## config.mk

```make
export PLATFORM = sky130hd
export DESIGN_NAME = mlx5_command_str_lut
export DESIGN_NICKNAME = d
export VERILOG_FILES = /design/src/rtl/mlx5_command_str_lut.sv
export SDC_FILE = /design/constraint.sdc
export NUM_CORES = 2
export LEC_CHECK = 0
export ABC_CLOCK_PERIOD_IN_PS = 12350
export BUFFER_PORTS_ARGS = -buffer_cell sky130_fd_sc_hd__buf_4
export CELL_PAD_IN_SITES_DETAIL_PLACEMENT = 1
export CELL_PAD_IN_SITES_GLOBAL_PLACEMENT = 1
export CORE_MARGIN = 2
export CORE_UTILIZATION = 35
export CTS_BUF_LIST = sky130_fd_sc_hd__clkbuf_16
export CTS_CLUSTER_DIAMETER = 200
export DETAILED_ROUTE_END_ITERATION = 8
export GPL_TIMING_DRIVEN = 0
export PLACE_DENSITY = 0.65
export SYNTH_ARGS = -nofsm -noshare
export SYNTH_HDL_FRONTEND = slang
export SYNTH_SLANG_ARGS = --single-unit
export TNS_END_PERCENT = 1
```

## constraint.sdc

```tcl
create_clock -name clock -period 12.35 [get_ports clock]
set_input_delay 1.8525 -clock clock [delete_from_list [all_inputs] [get_ports clock]]
set_output_delay 1.8525 -clock clock [all_outputs]
set_load 0.05 [all_outputs]
```

## src/rtl/mlx5_command_str_lut.sv

```systemverilog
// Opcode-to-string-pointer lookup: a programmable CAM table behind a one-stage input register,
// with results queued in a first-word-fall-through FIFO and a saturating miss counter.
module mlx5_command_str_lut #(
  parameter int               CMD_W       = 32,
  parameter int               PTR_W       = 64,
  parameter int               ENTRIES     = 16,
  parameter int               FIFO_DEPTH  = 4,
  parameter logic [PTR_W-1:0] DEFAULT_PTR = '0,
  localparam int              IDX_W       = $clog2(ENTRIES)
) (
  input  logic             clock,
  input  logic             reset,
  input  logic             start,
  output logic             busy,
  input  logic [CMD_W-1:0] command,
  output logic             done,
  input  logic             stall,
  output logic [PTR_W-1:0] returndata,
  output logic             hit,
  input  logic             cfg_we,
  input  logic [IDX_W-1:0] cfg_idx,
  input  logic             cfg_valid,
  input  logic [CMD_W-1:0] cfg_opcode,
  input  logic [PTR_W-1:0] cfg_ptr,
  output logic [31:0]      miss_count
);

  localparam int AW = (FIFO_DEPTH > 1) ? $clog2(FIFO_DEPTH) : 1;
  localparam int CW = $clog2(FIFO_DEPTH + 1);

  // Handshakes: a command moves on start && !busy; a result moves on done && !stall.
  logic [ENTRIES-1:0] ent_valid_q;
  logic [CMD_W-1:0]   ent_op_q  [ENTRIES];
  logic [PTR_W-1:0]   ent_ptr_q [ENTRIES];

  logic             s1_valid_q, s1_valid_d;
  logic [CMD_W-1:0] s1_op_q, s1_op_d;

  logic [PTR_W-1:0]      fifo_ptr_q [FIFO_DEPTH];
  logic [FIFO_DEPTH-1:0] fifo_hit_q;
  logic [AW-1:0]         rd_q, rd_d, wr_q, wr_d;
  logic [CW-1:0]         count_q, count_d;
  logic [31:0]           miss_count_q, miss_count_d;

  logic             accept, push, pop;
  logic             match_hit;
  logic [PTR_W-1:0] match_ptr;

  function automatic logic [AW-1:0] ptr_inc(input logic [AW-1:0] p);
    return (p == AW'(FIFO_DEPTH - 1)) ? '0 : p + 1'b1;
  endfunction

  // Busy depends only on registered occupancy (plus reset), so stall never reaches busy.
  assign busy   = reset | ((int'(count_q) + int'(s1_valid_q)) >= FIFO_DEPTH);
  assign accept = start && !busy;
  assign done   = (count_q != '0);
  assign push   = s1_valid_q;
  assign pop    = done && !stall;

  always_ff @(posedge clock) begin
    if (reset) begin
      ent_valid_q <= '0;
    end else if (cfg_we && (int'(cfg_idx) < ENTRIES)) begin
      ent_valid_q[cfg_idx] <= cfg_valid;
      ent_op_q[cfg_idx]    <= cfg_opcode;
      ent_ptr_q[cfg_idx]   <= cfg_ptr;
    end
  end

  // Scan from the top so the lowest matching index is the last to assign.
  always_comb begin
    match_hit = 1'b0;
    match_ptr = DEFAULT_PTR;
    for (int i = ENTRIES - 1; i >= 0; i--) begin
      if (ent_valid_q[i] && (ent_op_q[i] == s1_op_q)) begin
        match_hit = 1'b1;
        match_ptr = ent_ptr_q[i];
      end
    end
  end

  always_comb begin
    s1_valid_d   = accept;
    s1_op_d      = accept ? command : s1_op_q;
    wr_d         = push ? ptr_inc(wr_q) : wr_q;
    rd_d         = pop ? ptr_inc(rd_q) : rd_q;
    count_d      = count_q + CW'(push) - CW'(pop);
    miss_count_d = miss_count_q;
    if (push && !match_hit && (miss_count_q != 32'hFFFF_FFFF)) begin
      miss_count_d = miss_count_q + 32'd1;
    end
  end

  always_ff @(posedge clock) begin
    if (reset) begin
      s1_valid_q   <= 1'b0;
      rd_q         <= '0;
      wr_q         <= '0;
      count_q      <= '0;
      miss_count_q <= '0;
    end else begin
      s1_valid_q   <= s1_valid_d;
      rd_q         <= rd_d;
      wr_q         <= wr_d;
      count_q      <= count_d;
      miss_count_q <= miss_count_d;
    end
  end

  // Datapath storage needs no reset; occupancy alone decides what is visible.
  always_ff @(posedge clock) begin
    s1_op_q <= s1_op_d;
    if (push) begin
      fifo_ptr_q[wr_q] <= match_ptr;
      fifo_hit_q[wr_q] <= match_hit;
    end
  end

  assign returndata = done ? fifo_ptr_q[rd_q] : '0;
  assign hit        = done & fifo_hit_q[rd_q];
  assign miss_count = miss_count_q;

endmodule

```

## Yosys cells after proc, flatten, opt, wreduce, memory -nomap -nowiden

Memories as Yosys holds them, arrays and structs flattened. A register that Yosys moved wholly into a read port is not among the register bits.
Cells that the tools add are included.

- Memory bits (writable): 1792
- Bits of input ports: 138
- Flip-flop bits (word level): 92
- Logic and storage cells: 120
- Memories: 3

Memories:

| memory | words | width | read ports | clocked after Yosys merged registers in | wr ports | RTL line | text |
|---|---|---|---|---|---|---|---|
| ent_ptr_q | 16 | 64 | 16 | 0 | 1 | 34 | `logic [PTR_W-1:0] ent_ptr_q [ENTRIES];` |
| ent_op_q | 16 | 32 | 16 | 0 | 1 | 33 | `logic [CMD_W-1:0] ent_op_q [ENTRIES];` |
| fifo_ptr_q | 4 | 64 | 1 | 1 | 1 | 39 | `logic [PTR_W-1:0] fifo_ptr_q [FIFO_DEPTH];` |

- Add/sub/neg operators: 6
- Order comparisons: 6
- Bitwise logic cells: 2
- Muxes and demuxes: 50
- Reduce and logical (&&, ||, !) cells: 26
- Eq/ne operators: 19

Operator list:

| operator | number |
|---|---|
| 2-to-1 mux 64 bit | 17 |
| equality test 32 bit | 16 |
| adder 32 x 1 -> 32 bit, second input constant | 1 |
| != test 32 bit, second input constant | 1 |
| 2-to-1 mux 1 bit | 24 |
| logical AND 1 bit | 22 |
| bitwise mux 16 bit | 1 |
| 2-to-1 mux 2 bit | 4 |
| < comparator 2 x 3 -> 1 bit, second input constant | 2 |
| < comparator 4 x 5 -> 1 bit, second input constant | 1 |
| adder 2 x 1 -> 2 bit, second input constant | 2 |
| adder 3 x 1 -> 4 bit | 1 |
| bitwise mux 4 bit | 1 |
| demux 1 bit (select 4 bit) | 1 |
| equality test 2 bit, second input constant | 2 |
| greater-or-equal comparator 4 x 1 -> 1 bit, second input constant | 1 |
| greater-or-equal comparator 4 x 3 -> 1 bit, second input constant | 1 |
| adder 3 x 1 -> 3 bit | 1 |
| logical NOT 1 bit | 3 |
| nonzero test 3 bit | 1 |
| subtractor 3 x 1 -> 3 bit | 1 |
| binary-select mux 1 bit (select 2 bit) | 1 |
| demux 1 bit (select 2 bit) | 1 |
| greater-or-equal comparator 2 x 1 -> 1 bit, second input constant | 1 |
| other kinds (2) | 2 |

## Depth between registers and ports, before layout

- Depth after elaboration: 21
- Depth in mapped cells: 14
- Gate-level depth less buffers: 10

## Worst setup path after synthesis

Ideal clock, no wire load.

- Kind: input port to flip-flop
- From: input cfg_idx[1]
- To: memory ent_op_q[4][0] (enable)
- Setup time: 0.551 ns
- Arrival time: 6.550 ns
- Stages on the path: 3
- Setup slack: 5.249 ns
- Path buffers: 1
- Cells stage by stage: or3b_2 -> clkbuf_1 -> nor2_1

RTL lines:

| item | RTL line | text |
|---|---|---|
| start: declaration | 21 | `input logic [IDX_W-1:0] cfg_idx,` |
| end: declaration | 33 |  |

Straight into the memory's write port.

## Worst setup path after layout

- From: register s1_op_q[2]
- To: memory fifo_ptr_q[3][1] (data pin)

- Word-level cells in the longest chain between the ends: 18

Ends and longest elaborated chain:

| item | RTL line | text |
|---|---|---|
| start: declaration | 37 | `logic [CMD_W-1:0] s1_op_q, s1_op_d;` |
| start signal: assignment | 112 | `s1_op_q <= s1_op_d;` |
| equality test 32 bit | 75 | `if (ent_valid_q[i] && (ent_op_q[i] == s1_op_q)) begin` |
| logical AND 1 bit | 75 |  |
| 2-to-1 mux 64 bit (15 in a row) | 75 |  |
| 2-to-1 mux 64 bit * | 75 |  |
| via match_ptr[1] | 47 | `logic [PTR_W-1:0] match_ptr;` |
| end: declaration | 39 |  |

Mark *: on every way through the listed nets, which the timed path passes. The rest lies on a longest branch.

==> impl_metrics.yaml <==
critical_path:
  crit_family: "simple AND/OR/NAND/NOR gates"
  slowest_stage: "o32ai_1"
  crit_chain: "buf_4 > buf_4 > xor2_1 > nor4_1 > nand4_1 > or3_1 > clkbuf_1 > nand2_1 > nor2_1 > nand2_1 > buf_1 > nor2_1 > o32ai_1"
  path_buf_inv: 4
  cpPeakStageDelay_ns: 0.90
  cp.required_ns: 12.83
  cp_max_fo: 10
  worst_ep_arrival_time_ns: 6.87
  critPathLaunchType: "register"
  end_kind: "register"
  path_class: "register to register"
outcome:
  status: "complete, but fails checks"
  violations: "capacitance limit, slew limit"
sta:
  period_share_pct: 51.7
  setup-tns-final_ns: 0
  clock.fmax_mhz: 157
  rsz0062_at_grt: "no"
  layout_min_cycle_time_ns: 6.38
  worst_pin_slew_ns: 1.50
  setup_viol: 0
  slew_headroom_pct: -0.281
  drv_slew: 10
  hold_viol_final: 0
  skew_ns: 0.0731
finish:
  finalNetCount: 5351
  layout-drive-gt1-share_pct: 14.4
  seqCellArea_um2: 56100
  finish.instance_area_um2: 87800
  multiInputGateArea_um2: 17000
  fill_cells: 21100
  area_growth_syn_to_layout_pct: 17.8
power_and_ir_drop:
  combPwrFrac_pct: 10.4
  swShare_pct: 24.8
  p_seq_share_pct: 49.5
  power.internal_uw: 10900
  ir_drop_mv: 0.167
  p_leak_uw: 0.0280
  p_per_area_nw_per_um2: 165
  power.switching_uw: 3590
  p_clk_share_pct: 40.1
clock_network:
  path_clk_slew_ns: 0.06
  cts_buffer_depth: 3
  post_cts_resize_count: 0
  cts-root-buf: "clkbuf_16"
  cts_tree: "yes"
  worstSkewPairLatency_ns: 0.85
  cts_sinks: 1886
  h-tree-depth: 4
  post_cts_buffers: 0
  numCtsBuffers: 197
  cts_hold_buf: 0
detailed_routing:
  drt-vias-per-instance: 5.41
  num_vias: 44382
  drt_iter0_drc: 4283
  drtPass1Iterations: 5
  wl_per_cell_um: 28.4
  drcViolationCount: 0
  drtAntennaViolNets: 0
  routed_wl_um: 233000
synth:
  synth_top_area_cell: "edfxtp_1"
  synth_top_family_by_area: "compound AO/OA/AOI/OAI gates"
  seq_area_frac_synth_pct: 75.2
  synth.area.top_cells: "edfxtp_1, xnor2_1, xor2_1, nor2_1, mux4_2"
  synth_compound_area_share_pct: 7.24
  yosys_warnings: 0
  syn-cell-area_um2: 74600
  synth_ff_type: "edfxtp_1"
  synth-simple-area-share_pct: 6.98
  synth_edf_count: 1828
  synth_nets: 4845
  synth.mux.area_fraction_pct: 2.12
  synth_cell_types: 65
  synth.avg_cell_area_um2: 15.9
  synthTopCellsByCount: "edfxtp_1, nor2_1, xnor2_1"
  syn_inst: 4697
  synthArstFlopShare_pct: 0
  post-synth-top-count-cell: "edfxtp_1"
  yosys.area_share.adder_pct: 0.178
  synth_top_area_share_pct: 73.6
  synth-xor-area-share_pct: 6.08
  ys_ff_latch: 1886
grt:
  grtUsageTotal_pct: 21.2
  antenna_found_initial: 32
  grt_pass1_wl_um: 332000
  grt_max_degree: 37
  grt_pass1_vias: 46327
  overflow: 0
placement:
  port_buffers: 235
  gp_congestion: 0.792
  hpwl_um: 155000
  place_area_um2: 81500
floorplanning:
  core.rowCount: 169
  dieArea_um2: 217000
  start_util_pct: 35.2
  coreArea_um2: 212000
  die_w_um: 466
  num_io_pins: 237
  dieHeight_um: 466
hold_path:
  hp-class: "register to register"
flow_run:
  cap_violations: 1
[layout make-up]
| type | count | area share, % |
|---|---|---|
| diodes | 19 | 0.0541 |
| multi-input cells | 2490 | 19.4 |
| clock inverters | 161 | 1.44 |
| plain buffers | 300 | 1.83 |
| inverters | 21 | 0.0897 |
| clock buffers | 201 | 5.73 |
| flip-flops and latches | 1886 | 63.8 |
| well taps | 2821 | 4.02 |
| repair buffers | 307 | 3.64 |
[path summary, 6_finish.rpt]
path                        start          endpoint  slack [ns]  cells past startpoint
hold reg to reg   ent_valid_q[10]   ent_valid_q[10]        0.50                      2
setup / recovery       s1_op_q[2]  fifo_ptr_q[3][1]        5.97                     13
setup reg to reg       s1_op_q[2]  fifo_ptr_q[3][1]        5.97                     13
hold / removal    ent_valid_q[10]   ent_valid_q[10]        0.50                      2
[metal layers]
metal / wire length (um) / vias to the layer above / global-route usage, %
met2: 117000 / 1630 / 36.0
met1: 93100 / 23311 / 27.3
met3: 15100 / 325 / 3.26
met5: 0 / - / 0
li1: - / 19116 / -
met4: 8000 / 0 / 7.81
[through the flow]
step	setup slack (ns)	cells	total power [uW]	hold WS (ns)	utilization, %
final	5.97	8206	14500	0.496	41.5
after global routing	5.91	8202	14900	0.525	41.4
after global placement	0.608	7753	8800	0.468	37.7
after CTS	6.11	8187	14600	0.494	41.4
after floorplan	5.25	4697	8200	0.449	-
after detailed placement	6.14	7825	8820	0.482	38.5
[power groups by stage]
stage	Sequential [uW]	Combinational, uW	Clock [uW]
floorplan	7290	907	0
global placement	7300	1500	0
detailed placement	7290	1530	0
CTS	7150	1540	5890
global route	7160	1600	6120
finish	7150	1510	5810
[cells in the final DEF (no fill, tap or decap), types with 63 or more instances in the layout]
cell type / instances
xnor2_1: 274
inv_1: 70
mux4_2: 65
a21oi_1: 168
and3_1: 81
o21ai_0: 216
nor2_1: 466
nor4_1: 69
clkbuf_16: 201
xor2_1: 244
and2_1: 67
edfxtp_1: 1828
nand2_1: 174
a221oi_1: 123
buf_4: 266
o211ai_1: 63
clkbuf_1: 193
nand4_1: 79
[sequential cells by signal, indices dropped and copies added, names as in the netlist, named ones only]
register,count
s1_op_q,32
push,1
ent_ptr_q,1024
ent_op_q,512
ent_valid_q,16
fifo_ptr_q,256
rd_q,2
fifo_hit_q,4
wr_q,2
miss_count,32
count_q,3
[worst reg2reg max path, cell delays in order, from the launching register on]
cell and delay (ns):
edfxtp_1 0.36, buf_4 0.21, buf_4 0.25, xor2_1 0.19, nor4_1 0.58, nand4_1 0.22, or3_1 0.66, clkbuf_1 0.71
nand2_1 0.49, nor2_1 0.09, nand2_1 0.63, buf_1 0.65, nor2_1 0.10, o32ai_1 0.90
[logic make-up after synthesis]
logic type,after synthesis
compound gates,793
buf+inv,321
xor+xnor,518
mux,76
simple gates,1093
fa+ha+maj,10
flops,1886
Power figures use the tool's default switching activity.
